$ cat src/rtl/i2s_rx_deserializer_if.sv
// Signal bundle between the I2S slave receiver, the external I2S pins and the
// write side of the stereo sample FIFO.
interface i2s_rx_deserializer_if #(
    parameter int unsigned WORDSIZE   = 32,
    parameter int unsigned DROP_CNT_W = 16
);
    logic                  enable;
    logic                  i2s_bclk;
    logic                  i2s_lrclk;
    logic                  i2s_sdata;
    logic                  fifo_full;
    logic                  write_en;
    logic [WORDSIZE-1:0]   data_left_out;
    logic [WORDSIZE-1:0]   data_right_out;
    logic                  overflow;
    logic [DROP_CNT_W-1:0] drop_count;
    logic                  locked;

    modport master (
        output enable, i2s_bclk, i2s_lrclk, i2s_sdata, fifo_full,
        input  write_en, data_left_out, data_right_out, overflow, drop_count, locked
    );

    modport slave (
        input  enable, i2s_bclk, i2s_lrclk, i2s_sdata, fifo_full,
        output write_en, data_left_out, data_right_out, overflow, drop_count, locked
    );
endinterface

$ cat src/rtl/i2s_rx_deserializer.sv
// Slave I2S receiver: oversamples BCLK/LRCLK/SDATA, deserializes MSB-first
// left/right words and pushes each complete pair into the sample FIFO.
module i2s_rx_deserializer #(
    parameter int unsigned WORDSIZE   = 32,
    parameter int unsigned DROP_CNT_W = 16
) (
    input  logic                  clk,
    input  logic                  rst,
    i2s_rx_deserializer_if.slave  bus
);
    localparam int unsigned      CNT_W   = $clog2(WORDSIZE + 1);
    localparam logic [CNT_W-1:0] CNT_MAX = CNT_W'(WORDSIZE);

    typedef enum logic [1:0] {SYNC, LEFT, RIGHT} state_e;

    state_e                state_q, state_d;
    logic                  bclk_s1_q, bclk_s2_q, bclk_s3_q;
    logic                  lr_s1_q, lr_s2_q;
    logic                  sd_s1_q, sd_s2_q;
    logic                  lr_d1_q, lr_d1_d, lr_d2_q, lr_d2_d;
    logic [WORDSIZE-1:0]   shift_q, shift_d;
    logic [CNT_W-1:0]      bitcnt_q, bitcnt_d;
    logic [WORDSIZE-1:0]   left_hold_q, left_hold_d;
    logic [WORDSIZE-1:0]   right_hold_q, right_hold_d;
    logic                  pair_ready_q, pair_ready_d;
    logic                  write_en_q, write_en_d;
    logic [WORDSIZE-1:0]   data_left_q, data_left_d;
    logic [WORDSIZE-1:0]   data_right_q, data_right_d;
    logic                  overflow_q, overflow_d;
    logic [DROP_CNT_W-1:0] drop_q, drop_d;
    logic                  bclk_ev;
    logic                  new_slot;
    logic [WORDSIZE-1:0]   sd_msb;

    always_ff @(posedge clk or posedge rst) begin
        if (rst) begin
            bclk_s1_q <= 1'b0;
            bclk_s2_q <= 1'b0;
            bclk_s3_q <= 1'b0;
            lr_s1_q   <= 1'b0;
            lr_s2_q   <= 1'b0;
            sd_s1_q   <= 1'b0;
            sd_s2_q   <= 1'b0;
        end else begin
            bclk_s1_q <= bus.i2s_bclk;
            bclk_s2_q <= bclk_s1_q;
            bclk_s3_q <= bclk_s2_q;
            lr_s1_q   <= bus.i2s_lrclk;
            lr_s2_q   <= lr_s1_q;
            sd_s1_q   <= bus.i2s_sdata;
            sd_s2_q   <= sd_s1_q;
        end
    end

    always_comb begin
        state_d      = state_q;
        lr_d1_d      = lr_d1_q;
        lr_d2_d      = lr_d2_q;
        shift_d      = shift_q;
        bitcnt_d     = bitcnt_q;
        left_hold_d  = left_hold_q;
        right_hold_d = right_hold_q;
        pair_ready_d = 1'b0;
        write_en_d   = 1'b0;
        data_left_d  = data_left_q;
        data_right_d = data_right_q;
        overflow_d   = overflow_q;
        drop_d       = drop_q;

        bclk_ev  = bclk_s2_q & ~bclk_s3_q;
        // Evaluated on the pre-update history: the bit sampled now belongs to lr_d1.
        new_slot = lr_d1_q ^ lr_d2_q;
        sd_msb   = '0;
        sd_msb[WORDSIZE-1] = sd_s2_q;

        if (bclk_ev) begin
            lr_d1_d = lr_s2_q;
            lr_d2_d = lr_d1_q;
        end

        if (!bus.enable) begin
            state_d  = SYNC;
            bitcnt_d = '0;
        end else if (bclk_ev) begin
            if (new_slot) begin
                shift_d  = sd_msb;
                bitcnt_d = CNT_W'(1);
            end else if (bitcnt_q < CNT_MAX) begin
                shift_d  = shift_q | (sd_msb >> bitcnt_q);
                bitcnt_d = bitcnt_q + CNT_W'(1);
            end

            // A new slot closes the one that just ended, carrying channel lr_d2.
            if (new_slot) begin
                unique case (state_q)
                    SYNC:    if (!lr_d1_q) state_d = LEFT;
                    LEFT: begin
                        left_hold_d = shift_q;
                        state_d     = RIGHT;
                    end
                    RIGHT: begin
                        right_hold_d = shift_q;
                        pair_ready_d = 1'b1;
                        state_d      = LEFT;
                    end
                    default: state_d = SYNC;
                endcase
            end
        end

        if (pair_ready_q && bus.enable) begin
            if (!bus.fifo_full) begin
                write_en_d   = 1'b1;
                data_left_d  = left_hold_q;
                data_right_d = right_hold_q;
            end else begin
                overflow_d = 1'b1;
                if (drop_q != '1) drop_d = drop_q + DROP_CNT_W'(1);
            end
        end
    end

    always_ff @(posedge clk or posedge rst) begin
        if (rst) begin
            state_q      <= SYNC;
            lr_d1_q      <= 1'b0;
            lr_d2_q      <= 1'b0;
            shift_q      <= '0;
            bitcnt_q     <= '0;
            left_hold_q  <= '0;
            right_hold_q <= '0;
            pair_ready_q <= 1'b0;
            write_en_q   <= 1'b0;
            data_left_q  <= '0;
            data_right_q <= '0;
            overflow_q   <= 1'b0;
            drop_q       <= '0;
        end else begin
            state_q      <= state_d;
            lr_d1_q      <= lr_d1_d;
            lr_d2_q      <= lr_d2_d;
            shift_q      <= shift_d;
            bitcnt_q     <= bitcnt_d;
            left_hold_q  <= left_hold_d;
            right_hold_q <= right_hold_d;
            pair_ready_q <= pair_ready_d;
            write_en_q   <= write_en_d;
            data_left_q  <= data_left_d;
            data_right_q <= data_right_d;
            overflow_q   <= overflow_d;
            drop_q       <= drop_d;
        end
    end

    assign bus.write_en       = write_en_q;
    assign bus.data_left_out  = data_left_q;
    assign bus.data_right_out = data_right_q;
    assign bus.overflow       = overflow_q;
    assign bus.drop_count     = drop_q;
    assign bus.locked         = (state_q != SYNC);

endmodule
$ cat src/flat_wrapper.sv
// flat-port wrapper written by rule: the top's interface ports become plain ports
module i2s_rx_deserializer_flat 
#(
    parameter int unsigned WORDSIZE   = 32,
    parameter int unsigned DROP_CNT_W = 16
)
  (clk, rst, bus_enable, bus_i2s_bclk, bus_i2s_lrclk, bus_i2s_sdata, bus_fifo_full, bus_write_en, bus_data_left_out, bus_data_right_out, bus_overflow, bus_drop_count, bus_locked);
  i2s_rx_deserializer_if #(.WORDSIZE(WORDSIZE), .DROP_CNT_W(DROP_CNT_W)) bus_i ();
  input  logic clk;
  input  logic rst;
  input wire logic [$bits(bus_i.enable)-1:0] bus_enable;
  input wire logic [$bits(bus_i.i2s_bclk)-1:0] bus_i2s_bclk;
  input wire logic [$bits(bus_i.i2s_lrclk)-1:0] bus_i2s_lrclk;
  input wire logic [$bits(bus_i.i2s_sdata)-1:0] bus_i2s_sdata;
  input wire logic [$bits(bus_i.fifo_full)-1:0] bus_fifo_full;
  output wire logic [$bits(bus_i.write_en)-1:0] bus_write_en;
  output wire logic [$bits(bus_i.data_left_out)-1:0] bus_data_left_out;
  output wire logic [$bits(bus_i.data_right_out)-1:0] bus_data_right_out;
  output wire logic [$bits(bus_i.overflow)-1:0] bus_overflow;
  output wire logic [$bits(bus_i.drop_count)-1:0] bus_drop_count;
  output wire logic [$bits(bus_i.locked)-1:0] bus_locked;
  assign bus_i.enable = bus_enable;
  assign bus_i.i2s_bclk = bus_i2s_bclk;
  assign bus_i.i2s_lrclk = bus_i2s_lrclk;
  assign bus_i.i2s_sdata = bus_i2s_sdata;
  assign bus_i.fifo_full = bus_fifo_full;
  assign bus_write_en = bus_i.write_en;
  assign bus_data_left_out = bus_i.data_left_out;
  assign bus_data_right_out = bus_i.data_right_out;
  assign bus_overflow = bus_i.overflow;
  assign bus_drop_count = bus_i.drop_count;
  assign bus_locked = bus_i.locked;
  i2s_rx_deserializer #(.WORDSIZE(WORDSIZE), .DROP_CNT_W(DROP_CNT_W)) u_core (.clk(clk), .rst(rst), .bus(bus_i));
endmodule
$ cat config.mk
export PLATFORM = sky130hd
export DESIGN_NAME = i2s_rx_deserializer_flat
export DESIGN_NICKNAME = d
export VERILOG_FILES = /design/src/rtl/i2s_rx_deserializer_if.sv /design/src/rtl/i2s_rx_deserializer.sv /design/src/flat_wrapper.sv
export SDC_FILE = /design/constraint.sdc
export NUM_CORES = 1
export LEC_CHECK = 0
export ABC_CLOCK_PERIOD_IN_PS = 8300
export BUFFER_PORTS_ARGS = -buffer_cell sky130_fd_sc_hd__clkbuf_2
export CAP_MARGIN = 0
export CORE_UTILIZATION = 24
export CTS_CLUSTER_DIAMETER = 30
export DETAILED_ROUTE_END_ITERATION = 12
export GPL_ROUTABILITY_DRIVEN = 0
export SETUP_SLACK_MARGIN = 0.02
export SLEW_MARGIN = 30
export SYNTH_ARGS = -nofsm -noshare
export SYNTH_HDL_FRONTEND = slang
export SYNTH_SLANG_ARGS = --single-unit
$ cat constraint.sdc
create_clock -name clk -period 8.3 [get_ports clk]
set_input_delay 0.83 -clock clk [delete_from_list [all_inputs] [get_ports clk]]
set_output_delay 0.83 -clock clk [all_outputs]
set_load 0.03 [all_outputs]
==> insert_results.sql <==
INSERT INTO impl_metrics (metric_group, metric, value, unit) VALUES
('run_status', 'run_status', 'finished clean', ''),
('sta', 'worst_slew_margin_rel', '0.4463', ''),
('synthesis', 'postSynth.asyncResetShare', '1.000', ''),
('clocking', 'tritoncts_clock_tree', 'yes', ''),
('clocking', 'cts.repair_timing.setup_buffer_count', '0', ''),
('floorplanning', 'fp.coreArea', '30910', 'um2'),
('pwr', 'power.share.sequential', '0.523', ''),
('sta', 'max_freq', '300.7', 'MHz'),
('synthesis', 'post_synth_inst_count', '661', ''),
('worst_setup_path', 'ff2ff_path_depth', '5', ''),
('global_routing', 'grt_antenna_before_repair', '0', ''),
('clocking', 'cts_inserted_buffers', '17', ''),
('global_routing', 'grt_first_pass_wirelength', '28370', 'um'),
('synthesis', 'synth-seq-area-share', '0.6428', ''),
('detailed_routing', 'detailedRoute.firstPassIterationCount', '4', ''),
('floorplanning', 'fp.dieH', '180.3', 'um'),
('synthesis', 'yosys.area_share.simple', '0.1673', ''),
('floorplanning', 'initial_core_utilization', '0.2468', ''),
('pwr', 'power.share.clock', '0.453', ''),
('clocking', 'cts-root-to-sink-buffers', '2', ''),
('clocking', 'tritoncts_num_sinks', '196', ''),
('synthesis', 'synth-seq-cells', '196', ''),
('sta', 'final-hold-violation-count', '0', ''),
('sta', 'finalCriticalPeriod', '3.326', 'ns'),
('pwr', 'leakage_power', '4.727', 'nW'),
('worst_setup_path', 'worst_setup_path_start_kind', 'register', ''),
('floorplanning', 'die_w', '180.3', 'um'),
('floorplanning', 'io_pins', '90', ''),
('worst_setup_path', 'critPathRequiredTime', '8.62', 'ns'),
('global_routing', 'first_global_vias', '5048', ''),
('detailed_routing', 'detailedRoute.firstIterationViolations', '364', ''),
('pwr', 'power.density', '204.1', 'nW/um2'),
('synthesis', 'synth.lib_cells_used.distinct', '43', ''),
('synthesis', 'synthesis.nets', '670', ''),
('pwr', 'report.power.total', '1.855', 'mW'),
('sta', 'rsz0062_at_grt', 'no', ''),
('detailed_routing', 'dr_total_vias', '4936', ''),
('place', 'port_buf_inserts', '89', ''),
('worst_setup_path', 'path_max_fanout', '38', ''),
('sta', 'period_share', '0.4007', ''),
('sta', 'worst-slew-pin-transition', '0.8190', 'ns'),
('worst_hold_path', 'min_path_type', 'reg -> reg', ''),
('detailed_routing', 'postRouteAntennaNets', '0', ''),
('global_routing', 'maximum_number_of_pins_on_one_net_before_global_route_repair', '142', ''),
('global_routing', 'grt_util_all_layers', '0.1110', ''),
('clocking', 'clk_transition_reported_paths', '0.07', 'ns'),
('layout', 'syn_to_final_growth', '19.10', '%'),
('pwr', 'p_sw_frac', '0.2411', ''),
('layout', 'design_area', '9087', 'um2'),
('clocking', 'htreeDepth', '4', ''),
('synthesis', 'synth_ff_type', 'sky130_fd_sc_hd__dfrtp_1', ''),
('layout', 'insertedDiodeCount', '0', ''),
('clocking', 'cts.repair.resized', '0', ''),
('sta', 'finalClockSkew', '0.01320', 'ns'),
('synthesis', 'post_synth_fa_ha_maj_area_fraction', '0.003280', ''),
('run', 'max-cap-violations', '0', ''),
('sta', 'final_max_slew_viol_count', '0', ''),
('clocking', 'ctsHoldBuffers', '0', ''),
('pwr', 'power.switching', '0.4473', 'mW'),
('synthesis', 'post_synthesis_xor_xnor_area_fraction', '0.01705', ''),
('sta', 'setup_tns', '0', 'ns'),
('worst_setup_path', 'worstPathArrival', '3.64', 'ns'),
('synthesis', 'netlist_area_before_placement', '7630', 'um2'),
('synthesis', 'synth_top_family_by_area', 'simple AND/OR/NAND/NOR gates', ''),
('global_routing', 'grt_overflow_total', '0', ''),
('synthesis', 'synth-compound-area-share', '0.04690', ''),
('detailed_routing', 'detail_route.wl_per_cell', '14.61', 'um'),
('floorplanning', 'placementRows', '64', ''),
('floorplanning', 'design.die.area', '32510', 'um2'),
('worst_hold_path', 'holdPathStages', '0', ''),
('clocking', 'clk-insertion-delay-late', '0.44', 'ns');
[Yosys cell counts (4+ instances only)]
library cell	instances	area [um2]
sky130_fd_sc_hd__nand2_1	223	837.1
sky130_fd_sc_hd__dfrtp_1	196	4905
sky130_fd_sc_hd__mux2_2	67	754.5
sky130_fd_sc_hd__a22o_1	20	175.2
sky130_fd_sc_hd__nor2_1	17	63.81
sky130_fd_sc_hd__clkbuf_1	15	56.30
sky130_fd_sc_hd__o21ai_0	13	65.06
sky130_fd_sc_hd__xor2_1	9	78.83
sky130_fd_sc_hd__a21oi_1	8	40.04
sky130_fd_sc_hd__nand3_1	7	35.03
sky130_fd_sc_hd__buf_1	6	22.52
sky130_fd_sc_hd__nand4_1	6	37.54
sky130_fd_sc_hd__nor3_1	6	30.03
sky130_fd_sc_hd__inv_1	5	18.77
sky130_fd_sc_hd__nand2b_1	5	31.28
sky130_fd_sc_hd__nor2b_1	5	31.28
sky130_fd_sc_hd__nor4_1	5	31.28
sky130_fd_sc_hd__and2_1	4	25.02
sky130_fd_sc_hd__buf_6	4	45.04
sky130_fd_sc_hd__xnor2_1	4	35.03
[power by group through the flow]
stage	clock [mW]	combinational, mW	sequential (mW)
global placement	0	0.0458	0.990
global route	0.905	0.0522	0.973
floorplan	0	0.0346	0.987
finish	0.840	0.0448	0.971
detailed placement	0	0.0467	0.990
CTS	0.869	0.0467	0.971
[state kept, by name, summed over array words and instances, names as in the netlist, 2 cells and up]
signal,flops
u_core.state_q,2
u_core.left_hold_q,32
u_core.right_hold_q,32
u_core.shift_q,32
u_core.bus.drop_count,16
u_core.bus.data_left_out,32
u_core.bitcnt_q,6
u_core.bus.data_right_out,32
[metrics by stage]
stage,hold slack [ns],utilization,worst slack (ns),std cells
floorplan,0.3312,-,2.129,661
global placement,0.3343,0.2740,5.003,1122
detailed placement,0.3347,0.2741,4.907,1122
CTS,0.3524,0.2938,4.940,1154
global route,0.3611,0.2940,4.601,1154
finish,0.3509,0.2940,4.974,1154
[logic make-up (layout without fill, tap and decap cells)]
kind of cell	count (synthesis)	count (layout)
muxes	68	68
adders and majority gates	2	2
and+or+nand+nor	296	296
AOI/OAI and AO/OA	51	51
DFF	196	196
buffers and inverters	34	131
xor gates and xnor gates	14	14
[critical path, stage by stage (launching register included)]
cell                      delay (ns)
sky130_fd_sc_hd__dfrtp_1        0.38
sky130_fd_sc_hd__nor2b_1        0.48
sky130_fd_sc_hd__nand3_2        0.78
sky130_fd_sc_hd__nor3b_4        0.74
sky130_fd_sc_hd__buf_4          0.42
sky130_fd_sc_hd__mux2_2         0.39
[cells in the final DEF (no fill, tap or decap), types with 3 or more instances in the layout]
cell type                     n
sky130_fd_sc_hd__nand2_1    223
sky130_fd_sc_hd__dfrtp_1    196
sky130_fd_sc_hd__clkbuf_2    89
sky130_fd_sc_hd__mux2_2      67
sky130_fd_sc_hd__a22o_1      20
sky130_fd_sc_hd__nor2_1      17
sky130_fd_sc_hd__clkbuf_16   17
sky130_fd_sc_hd__o21ai_0     13
sky130_fd_sc_hd__xor2_1       9
sky130_fd_sc_hd__a21oi_1      8
sky130_fd_sc_hd__nand3_1      7
sky130_fd_sc_hd__nor3_1       6
sky130_fd_sc_hd__nand4_1      6
sky130_fd_sc_hd__nor2b_1      5
sky130_fd_sc_hd__nand2b_1     5
sky130_fd_sc_hd__nor4_1       5
sky130_fd_sc_hd__inv_6        5
sky130_fd_sc_hd__buf_4        5
sky130_fd_sc_hd__and2_1       4
sky130_fd_sc_hd__xnor2_1      4
sky130_fd_sc_hd__clkinv_8     4
sky130_fd_sc_hd__inv_8        4
sky130_fd_sc_hd__inv_1        3
sky130_fd_sc_hd__or2_2        3
sky130_fd_sc_hd__a211oi_1     3
sky130_fd_sc_hd__or3_1        3
[path summary, 6_finish.rpt]
kind                             startpoint                      endpoint  slack (ns)
hold reg to reg              u_core.lr_s1_q                u_core.lr_s2_q        0.35
hold / removal               u_core.lr_s1_q                u_core.lr_s2_q        0.35
setup / recovery           u_core.bclk_s2_q        u_core.left_hold_q[24]        4.97
max in group asynchronous               rst       u_core.right_hold_q[13]        6.55
setup reg to reg           u_core.bclk_s2_q        u_core.left_hold_q[24]        4.97
min in group asynchronous               rst  u_core.bus.data_left_out[15]        0.52
[metal layers]
| metal | global-route usage | wire (um) | vias to the layer above |
|---|---|---|---|
| met5 | 0 | 0 | - |
| met4 | 0.02838 | 146 | 0 |
| met3 | 0.03254 | 813 | 9 |
| met2 | 0.1727 | 7737 | 96 |
| met1 | 0.1505 | 8165 | 2449 |
| li1 | - | - | 2382 |
[area by class of cell]
cell class / instances / area, um2
well taps: 396 / 495.5
repair buffers: 94 / 483.0
flip-flops and latches: 196 / 4905
multi-input cells: 431 / 2561
inverters: 5 / 33.78
clock buffers: 17 / 425.4
fillers: 3255 / 21820
clock inverters: 15 / 183.9
(Power assumes the default switching activity.)
